## src/rtl/n1_pkg.sv

```systemverilog
// Shared opcode encoding and default datapath constants for the tt_um_n1 neuron.
package n1_pkg;

  typedef enum logic [2:0] {
    OP_NOP   = 3'b000,
    OP_WR_W  = 3'b001,
    OP_WR_B  = 3'b010,
    OP_CLEAR = 3'b011,
    OP_MAC   = 3'b100,
    OP_FIRE  = 3'b101
  } opcode_e;

  localparam int N1_ACC_W = 24;
  localparam int N1_SHIFT = 4;
  localparam int N1_N_W   = 8;

endpackage

```

## src/rtl/n1_mac.sv

```systemverilog
// Accumulator datapath: MAC, bias preload, floor shift, int8 saturation and activation.
// Optional ReLU activation is compiled in with N1_RELU_EN.
module n1_mac
  import n1_pkg::*;
#(
  parameter int ACC_W = N1_ACC_W,
  parameter int SHIFT = N1_SHIFT
) (
  input  logic       clk,
  input  logic       rst_n,
  input  logic       i_clear,
  input  logic       i_mac,
  input  logic       i_fire,
  input  logic [7:0] i_x,
  input  logic [7:0] i_w,
  input  logic [7:0] i_bias,
  output logic [7:0] o_res
);

  localparam logic signed [ACC_W-1:0] SAT_MAX = ACC_W'(127);
  localparam logic signed [ACC_W-1:0] SAT_MIN = -ACC_W'(128);

  logic signed [ACC_W-1:0] r_acc;
  logic        [7:0]       r_res;

  logic signed [15:0]      w_prod;
  logic signed [ACC_W-1:0] w_prod_ext;
  logic signed [ACC_W-1:0] w_bias_ext;
  logic signed [ACC_W-1:0] w_shifted;
  logic        [7:0]       w_sat;
  logic        [7:0]       w_act;

  // Full 16-bit signed product, widened so the sum wraps at ACC_W.
  assign w_prod     = $signed(i_x) * $signed(i_w);
  assign w_prod_ext = {{(ACC_W-16){w_prod[15]}}, w_prod};
  assign w_bias_ext = {{(ACC_W-8){i_bias[7]}}, i_bias} <<< SHIFT;
  assign w_shifted  = r_acc >>> SHIFT;

  always_comb begin
    w_sat = w_shifted[7:0];
    if (w_shifted > SAT_MAX) begin
      w_sat = 8'h7F;
    end else if (w_shifted < SAT_MIN) begin
      w_sat = 8'h80;
    end
  end

`ifdef N1_RELU_EN
  assign w_act = w_sat[7] ? 8'h00 : w_sat;
`else
  assign w_act = w_sat;
`endif

  always_ff @(posedge clk or negedge rst_n) begin
    if (!rst_n) begin
      r_acc <= '0;
    end else if (i_clear) begin
      r_acc <= w_bias_ext;
    end else if (i_mac) begin
      r_acc <= r_acc + w_prod_ext;
    end
  end

  always_ff @(posedge clk or negedge rst_n) begin
    if (!rst_n) begin
      r_res <= '0;
    end else if (i_fire) begin
      r_res <= w_act;
    end
  end

  assign o_res = r_res;

endmodule

```

## src/rtl/tt_um_n1.sv

```systemverilog
// Single 8-input int8 neuron: command decode plus weight/bias storage around n1_mac.
// Build with N1_RELU_EN to clamp negative results to zero.
module tt_um_n1
  import n1_pkg::*;
#(
  parameter int ACC_W = N1_ACC_W,
  parameter int SHIFT = N1_SHIFT
) (
  input  logic       clk,
  input  logic       rst_n,
  input  logic       ena,
  input  logic [7:0] ui_in,
  input  logic [7:0] uio_in,
  output logic [7:0] uo_out,
  output logic [7:0] uio_out,
  output logic [7:0] uio_oe
);

  logic [7:0] r_weight [N1_N_W];
  logic [7:0] r_bias;

  logic [2:0] w_op;
  logic [2:0] w_addr;
  logic       w_wr_w;
  logic       w_wr_b;
  logic       w_clear;
  logic       w_mac;
  logic       w_fire;
  logic       w_unused_rsv;

  // Command word: [2:0] opcode, [4:3] reserved, [7:5] weight address.
  assign w_op         = uio_in[2:0];
  assign w_addr       = uio_in[7:5];
  assign w_unused_rsv = ^uio_in[4:3];

  // Opcodes 110/111 decode to nothing, so they act as NOP.
  assign w_wr_w  = ena && (w_op == OP_WR_W);
  assign w_wr_b  = ena && (w_op == OP_WR_B);
  assign w_clear = ena && (w_op == OP_CLEAR);
  assign w_mac   = ena && (w_op == OP_MAC);
  assign w_fire  = ena && (w_op == OP_FIRE);

  always_ff @(posedge clk or negedge rst_n) begin
    if (!rst_n) begin
      for (int i = 0; i < N1_N_W; i++) begin
        r_weight[i] <= '0;
      end
    end else if (w_wr_w) begin
      r_weight[w_addr] <= ui_in;
    end
  end

  always_ff @(posedge clk or negedge rst_n) begin
    if (!rst_n) begin
      r_bias <= '0;
    end else if (w_wr_b) begin
      r_bias <= ui_in;
    end
  end

  n1_mac #(
    .ACC_W (ACC_W),
    .SHIFT (SHIFT)
  ) u_mac (
    .clk     (clk),
    .rst_n   (rst_n),
    .i_clear (w_clear),
    .i_mac   (w_mac),
    .i_fire  (w_fire),
    .i_x     (ui_in),
    .i_w     (r_weight[w_addr]),
    .i_bias  (r_bias),
    .o_res   (uo_out)
  );

  assign uio_out = 8'h00;
  assign uio_oe  = 8'h00;

endmodule

```

## config.mk

```make
export PLATFORM = sky130hd
export DESIGN_NAME = tt_um_n1
export DESIGN_NICKNAME = d
export VERILOG_FILES = /design/src/rtl/n1_pkg.sv /design/src/rtl/n1_mac.sv /design/src/rtl/tt_um_n1.sv
export SDC_FILE = /design/constraint.sdc
export NUM_CORES = 1
export LEC_CHECK = 0
export CAP_MARGIN = 20
export CORE_MARGIN = 5
export CORE_UTILIZATION = 56
export CTS_CLUSTER_SIZE = 30
export DETAILED_ROUTE_END_ITERATION = 10
export GPL_ROUTABILITY_DRIVEN = 1
export PLACE_DENSITY = 0.78
export RECOVER_POWER = 50
export SLEW_MARGIN = 40
export SYNTH_ARGS = -nofsm -noshare
export SYNTH_HDL_FRONTEND = slang
export SYNTH_SLANG_ARGS = --single-unit
```

## constraint.sdc

```tcl
create_clock -name clk -period 5.7 [get_ports clk]
set_input_delay 0.57 -clock clk [delete_from_list [all_inputs] [get_ports clk]]
set_output_delay 0.57 -clock clk [all_outputs]
set_load 0.1 [all_outputs]
```

==> out/results.md <==
| Metric | Reported | Unit |
|---|---|---|
| Run status | finished, violations left | - |
| Failing checks | capacitance limit, slew limit | - |
| VDD IR-drop max | 0.000498 | V |
| Length of routed met3 wiring | 1.10 | mm |
| Synthesized instance count | 794 | - |
| Commonest cells after routing, fill and taps aside | sky130_fd_sc_hd__buf_4, sky130_fd_sc_hd__dfrtp_1, sky130_fd_sc_hd__fa_1 | - |
| Commonest non-fill, non-tap cell in the layout | sky130_fd_sc_hd__buf_4 | - |
| Post-route core utilization | 69.7 | % |
| Hold Fails Final Rpt | 0 | - |
| Avg Inst Size Synth | 11.4 | um2 |
| CP Capture Type | register | - |
| Setup-violating endpoint count in the final report | 0 | - |
| Sequential cell area fraction in the yosys report | 28.8 | % |
| Diode count | 0 | - |
| Worst hold path class | register to register | - |
| Proportion of power drawn by flip-flops and latches | 14.4 | % |
| Min Hold Slack | 0.478 | ns |
| Later-pin clock latency in the skew report | 0.35 | ns |
| Overall global routing resource usage | 24.7 | % |
| Synthesis Warnings | 0 | - |
| Clock-pin slew of the registers on the worst-case setup and hold paths | 0.08 | ns |
| Average vias per placed instance | 5.73 | - |
| I/O Pins | 43 | - |
| Placed instance area | 0.0103 | mm2 |
| CTS Root Cell | sky130_fd_sc_hd__clkbuf_16 | - |
| F_max | 0.178 | GHz |
| Number of max-cap violations | 1 | - |
| Remaining DRCs | 0 | - |
| Number of H-tree branching levels | 3 | - |
| Synth area leaders | sky130_fd_sc_hd__dfrtp_1, sky130_fd_sc_hd__fa_1, sky130_fd_sc_hd__mux2_2, sky130_fd_sc_hd__ha_1, sky130_fd_sc_hd__inv_1 | - |
| Antenna violations before repair | 0 | - |
| Number of filler instances in the final layout | 1074 | - |
| Die extent in x | 137 | um |
| Number of nets still failing antenna checks after routing | 0 | - |
| Share of power burned in the clock network | 8.6 | % |
| Critical path fanouts, max | 5 | - |
| Switching Share | 45.7 | % |
| Total routed wire length on the met1 layer | 9.07 | mm |
| Net Switching | 3.49 | mW |
| Sum of net half-perimeters after detailed placement | 16.1 | mm |
| Prevailing post-synth register cell | sky130_fd_sc_hd__dfrtp_1 | - |
| Share of flip-flops with an asynchronous set or reset | 100 | % |
| Ratio of final minimum period to clock period | 98.3 | % |
| Slew at the pin closest to its max-slew limit | 2.95 | ns |
| Final min period | 5.60 | ns |
| Global-route wire length before repair | 35.9 | mm |
| Core area | 0.0158 | mm2 |
| Effective utilization at floorplan | 57.0 | % |
| Largest net degree at the start of global routing | 57 | - |
| Worst path required time | 5.92 | ns |
| Fraction of layout cells with a size suffix above 1 | 33.2 | % |
| Sequential standard cell area | 0.00260 | mm2 |
| Die area | 0.0188 | mm2 |
| Hold buffers post-CTS | 0 | - |
| Die height | 137 | um |
| Summed area of non-filler cells in the final layout | 0.0110 | mm2 |
| Internal power summed over all cells | 4.15 | mW |
| Final Max Slew Viols | 57 | - |
| Final global-route overflow total | 0 | - |
| Routed length per placed instance | 19.7 | um |
| Inserted Clock Buffers | 9 | - |
| Input/output buffers | 24 | - |
| Number of enable-type register cells in the synthesized netlist | 0 | - |
| Top routing layer used | met4 | - |
| Total length of routed wires | 22.6 | mm |
| Routed met2 length | 11.7 | mm |
| Combined area of all synthesized cells | 0.00903 | mm2 |
| Post-synthesis cell type with the largest combined area | sky130_fd_sc_hd__dfrtp_1 | - |
| Number of global-route vias before repair | 6992 | - |
| Final total negative setup slack | 0 | ns |
| Distinct cells, synth | 62 | - |
| Final worst clock skew | 0.00983 | ns |
| First drt pass iteration count | 5 | - |
| TritonCTS clock tree | done | - |
| Buffers from clock root to sink, at most | 2 | - |
| Net count, final | 1103 | - |
| Startpoint type of the worst setup path | input pin | - |
| Multi-input gate area | 0.00625 | mm2 |
| Core Rows | 46 | - |
| Arrival time of the worst setup path | 5.83 | ns |
| Comb pwr share | 77.1 | % |
| Drt first-iter violations | 459 | - |
| Sinks on the clock net | 104 | - |
| Kind of critical path | input pin to register | - |
| Synth Register Bits | 104 | - |
| Rel. slew slack | -96.6 | % |
| Area grow syn2layout | 22.2 | % |
| Static leakage | 5.30 | nW |
| Share of the synthesized area in the top cell type | 28.8 | % |
| Pwr per Cell Area | 693 | mW/mm2 |
| Final estimated routing congestion in global placement | 0.866 | - |
| DR vias | 6568 | - |
==> power by group through the flow <==
stage	logic [mW]	clock network (mW)	registers (mW)
6_report	5.89	0.654	1.10
5_1_grt	6.51	0.690	1.12
4_1_cts	5.55	0.657	1.09
3_5_place_dp	5.30	0	1.10
3_3_place_gp	5.17	0	1.09
2_1_floorplan	3.43	0	1.20
==> what timing repair did <==
action,4_1_cts,5_1_grt
endpoints found under the setup margin,15,15
hold endpoints to repair,0,0
pin swaps,12,26
cloned,2,0
resized for setup,32,37
buffers inserted,4,13
==> area by class of cell <==
class | instances | share of cell area, %
repair buffers | 147 | 11.0
clock buffers | 9 | 2.04
inverters | 98 | 3.40
clock inverters | 7 | 0.828
well taps | 216 | 2.45
flip-flops and latches | 104 | 23.6
multi-input cells | 566 | 56.7
==> cell families after synthesis <==
family / share of synthesized area, %
AOI/OAI and AO/OA: 7.62
xor gates and xnor gates: 1.75
adders and majority gates: 30.6
buffers and inverters: 6.81
DFF: 28.8
muxes: 14.0
other: 0.0415
and+or+nand+nor: 10.4
==> routing by layer <==
metal  GRT usage, %  up-vias
met4           6.93        0
li1               -     2916
met5              0        -
met1           33.2     3370
met2           42.5      219
met3           2.94       63
==> worst max-delay path, cell delays in order <==
cell and delay (ns):
sky130_fd_sc_hd__clkbuf_4 0.15, sky130_fd_sc_hd__buf_6 0.14, sky130_fd_sc_hd__buf_4 0.14, sky130_fd_sc_hd__nand2b_1 0.21
sky130_fd_sc_hd__o22ai_2 0.30, sky130_fd_sc_hd__nor2_4 0.07, sky130_fd_sc_hd__nor2b_1 0.19, sky130_fd_sc_hd__buf_4 0.17
sky130_fd_sc_hd__fa_2 0.47, sky130_fd_sc_hd__buf_4 0.16, sky130_fd_sc_hd__fa_1 0.48, sky130_fd_sc_hd__fa_1 0.53
sky130_fd_sc_hd__fa_1 0.49, sky130_fd_sc_hd__ha_1 0.34, sky130_fd_sc_hd__ha_4 0.26, sky130_fd_sc_hd__and2_1 0.19
sky130_fd_sc_hd__or2_2 0.30, sky130_fd_sc_hd__nand3_1 0.08, sky130_fd_sc_hd__o21ai_0 0.08, sky130_fd_sc_hd__a31o_2 0.28
sky130_fd_sc_hd__xnor2_1 0.15, sky130_fd_sc_hd__a21oi_1 0.08
==> worst paths after layout <==
path                       cells past startpoint  slack [ns]           start         endpoint
hold reg to reg                                2        0.48  u_mac.o_res[1]   u_mac.o_res[1]
min in group asynchronous                      1        1.16           rst_n     r_weight[30]
setup reg to reg                              18        0.31    r_weight[18]  u_mac.r_acc[18]
hold / removal                                 2        0.48  u_mac.o_res[1]   u_mac.o_res[1]
setup / recovery                              22         0.1       uio_in[6]  u_mac.r_acc[18]
max in group asynchronous                      2        2.06           rst_n   u_mac.r_acc[4]
==> through the flow <==
stage	setup slack, ns	instances	total power [mW]
after floorplan	-0.105	809	4.63
final	0.0966	1147	7.64
after detailed placement	-0.760	1112	6.39
after global placement	-0.694	1112	6.26
after CTS	0.00280	1134	7.30
after global routing	-0.0714	1147	8.32
==> sequential cells by signal, summed over array words and instances, names as in the netlist <==
| signal | cells |
|---|---|
| r_weight | 64 |
| u_mac.r_acc | 24 |
| r_bias | 8 |
| u_mac.o_res | 8 |
==> synth_stat cells (all sizes together), types with 4 or more instances <==
library cell and number:
dfrtp 104, fa 104, inv 98, mux2 73
ha 54, nand2 39, nor2b 39, nor2 35
a21oi 27, buf 27, o21ai 19, clkbuf 15
mux2i 14, xnor2 14, mux4 12, nand2b 10
nand3 10, a21o 9, o31ai 8, and2 7
o22ai 6, a31oi 5, nor3 5, o211ai 5
a221oi 4, a22oi 4, and3 4, nand3b 4
xor2 4
No activity file was read; power rests on OpenSTA's default activity.
==> RTL edit (same settings) <==
Register the output `uo_out`, with the module's reset; this adds one clock of latency there. The other outputs are not delayed to match.
--- a/src/rtl/tt_um_n1.sv
+++ b/src/rtl/tt_um_n1.sv
@@ -15,6 +15,8 @@
   output logic [7:0] uio_out,
   output logic [7:0] uio_oe
 );
+
+  logic [7:0] uo_d;
 
   logic [7:0] r_weight [N1_N_W];
   logic [7:0] r_bias;
@@ -70,11 +72,19 @@
     .i_x     (ui_in),
     .i_w     (r_weight[w_addr]),
     .i_bias  (r_bias),
-    .o_res   (uo_out)
+    .o_res   (uo_d)
   );
 
   assign uio_out = 8'h00;
   assign uio_oe  = 8'h00;
 
+  always_ff @(posedge clk or negedge rst_n) begin
+    if (!rst_n) begin
+      uo_out <= '0;
+    end else begin
+      uo_out <= uo_d;
+    end
+  end
+
 endmodule
 
Behaviour: not the same (a bounded check fails within 4 cycles, from zero or initial values and one cycle with rst_n low).
==> RTL edit against the unedited design <==
- the flow still finishes with violations (max-capacitance violations, max-slew violations)
- routed wire length increased by 2.4%
- final cell count increased by 0.87%
- via count rose by 0.94%
- worst setup slack improved by 12 ps
- highest routed layer unchanged
- final area grew 2.2%
- sequential cell count is 8 higher
- critical endpoint is now u_mac.r_acc[23]$_DFFE_PN0P_
- die area is 1.7% higher
- area after synthesis increased by 1.8%
- maximum frequency rose by 0.21%
Power is left out: the tool's default activity adds up to more than one toggle a clock period on the data nets, which glitch-free logic cannot reach.
==> RTL edit: results (changes against the unedited design) <==
status finished with violations; failing checks max-capacitance violations, max-slew violations; Max-slew headroom -130% (-34 points); Critical Path Fanout Max 6 (+1); mux contribution to synthesized area 12.2% (-1.7 points); Compound-Gate Fraction of Synth Area 8.33% (+0.71 points); wirelength, routed 23.1 mm (+2.4%); IO Port Bufs 24 (unchanged); Seq/Total Area, Yosys 30.5% (+1.7 points); CP Data Arrival Time 5820 ps (about the same); number of cells on the worst reg-to-reg path 20 (+2); area of the multi-input gates 0.00638 mm^2 (+2.2%); Crit path largest cell delay 560 ps (+30 ps); Vias 6,630 (+0.94%); Synth Area in XOR/XNOR 2.19% (+0.45 points); Worst R2R Setup Slack 170 ps (-140 ps); worst slack, placed -830 ps (-70.1 ps); Setup crit end u_mac.r_acc[23]$_DFFE_PN0P_; Post-synth top cells dfrtp_1 (112), fa_1 (104), inv_1 (97); Cell variety after synth 64 (+3.2%); Reg2Reg Launch Point r_weight[34]$_DFFE_PN0P_; GPL Wtd Cong 0.896 (+3.5%); CTS clock-pin slew for the worst setup and hold paths 60 ps (-20 ps); hold_ws 380 ps (-97.4 ps); FMAX 179 MHz (+0.21%); GRT Total Usage 23.6% (-1.1 points); adder-cell share of the synthesized area 30.0% (-0.54 points); Min-Delay Path Depth 0 (-2); Worst Hold Launch u_mac.o_res[3]$_DFFE_PN0P_; Post-DP Area 0.0104 mm^2 (+0.63%); Synth Area per Inst 11.2 um^2 (-1.1%); Hold Crit Endpoint uo_out[3]$_DFF_PN0_; Fillers 1,060 (-1.3%); Synth area leaders dfrtp_1 (31%), fa_1 (23%), mux2_2 (9.6%); Final Skew 10.3 ps (+0.491 ps); Root Driver clkbuf_16; slowest CP cell fa_2; largest net degree at the start of global routing 60 (+5.3%); Layout Nets 1,114 (+1.0%); vias in the first global route 7,115 (+1.8%); DR WL/cell 20.0 um (+1.5%); share of layout cells above drive strength 1 34.1% (+0.92 points); first-pass GRT wire length 36.5 mm (+1.6%); max_cap viols 1 (unchanged); fraction of registers with async set/reset 100% (unchanged); max-slew violation count 60 (+5.3%); dpl hpwl 16.4 mm (+2.1%); First DRT Iteration DRCs 419 (-8.7%); Critical Path Start uio_in[7]
## RTL edit: cells by family after synthesis
| logic type | Yosys count |
|---|---|
| compound gates | 118 |
| xor+xnor | 23 |
| fa+ha+maj | 158 |
| buf+inv | 142 |
| flops | 112 |
| mux | 94 |
| other cells | 1 |
| simple gates | 169 |
## RTL edit: what timing repair did
action	CTS	global route
cloned	0	1
setup buffers	5	12
resized for setup	52	53
endpoints found under the setup margin	15	14
pin swaps	61	55
## RTL edit: layout make-up
cell class | instances | share of cell area [%]
multi-input combinational | 579 | 56.7
sequential | 112 | 24.9
timing repair buffer | 137 | 10.1
inverter | 98 | 3.35
tap | 216 | 2.40
clock buffer | 11 | 2.15
clock inverter | 4 | 0.466
## RTL edit: layer usage
metal	wire length, um	vias to the layer above	GRT usage (%)
met5	0	-	0
met4	712	0	7.02
met3	1160	64	4.24
met2	11800	214	39.5
met1	9490	3407	31.8
li1	-	2945	-
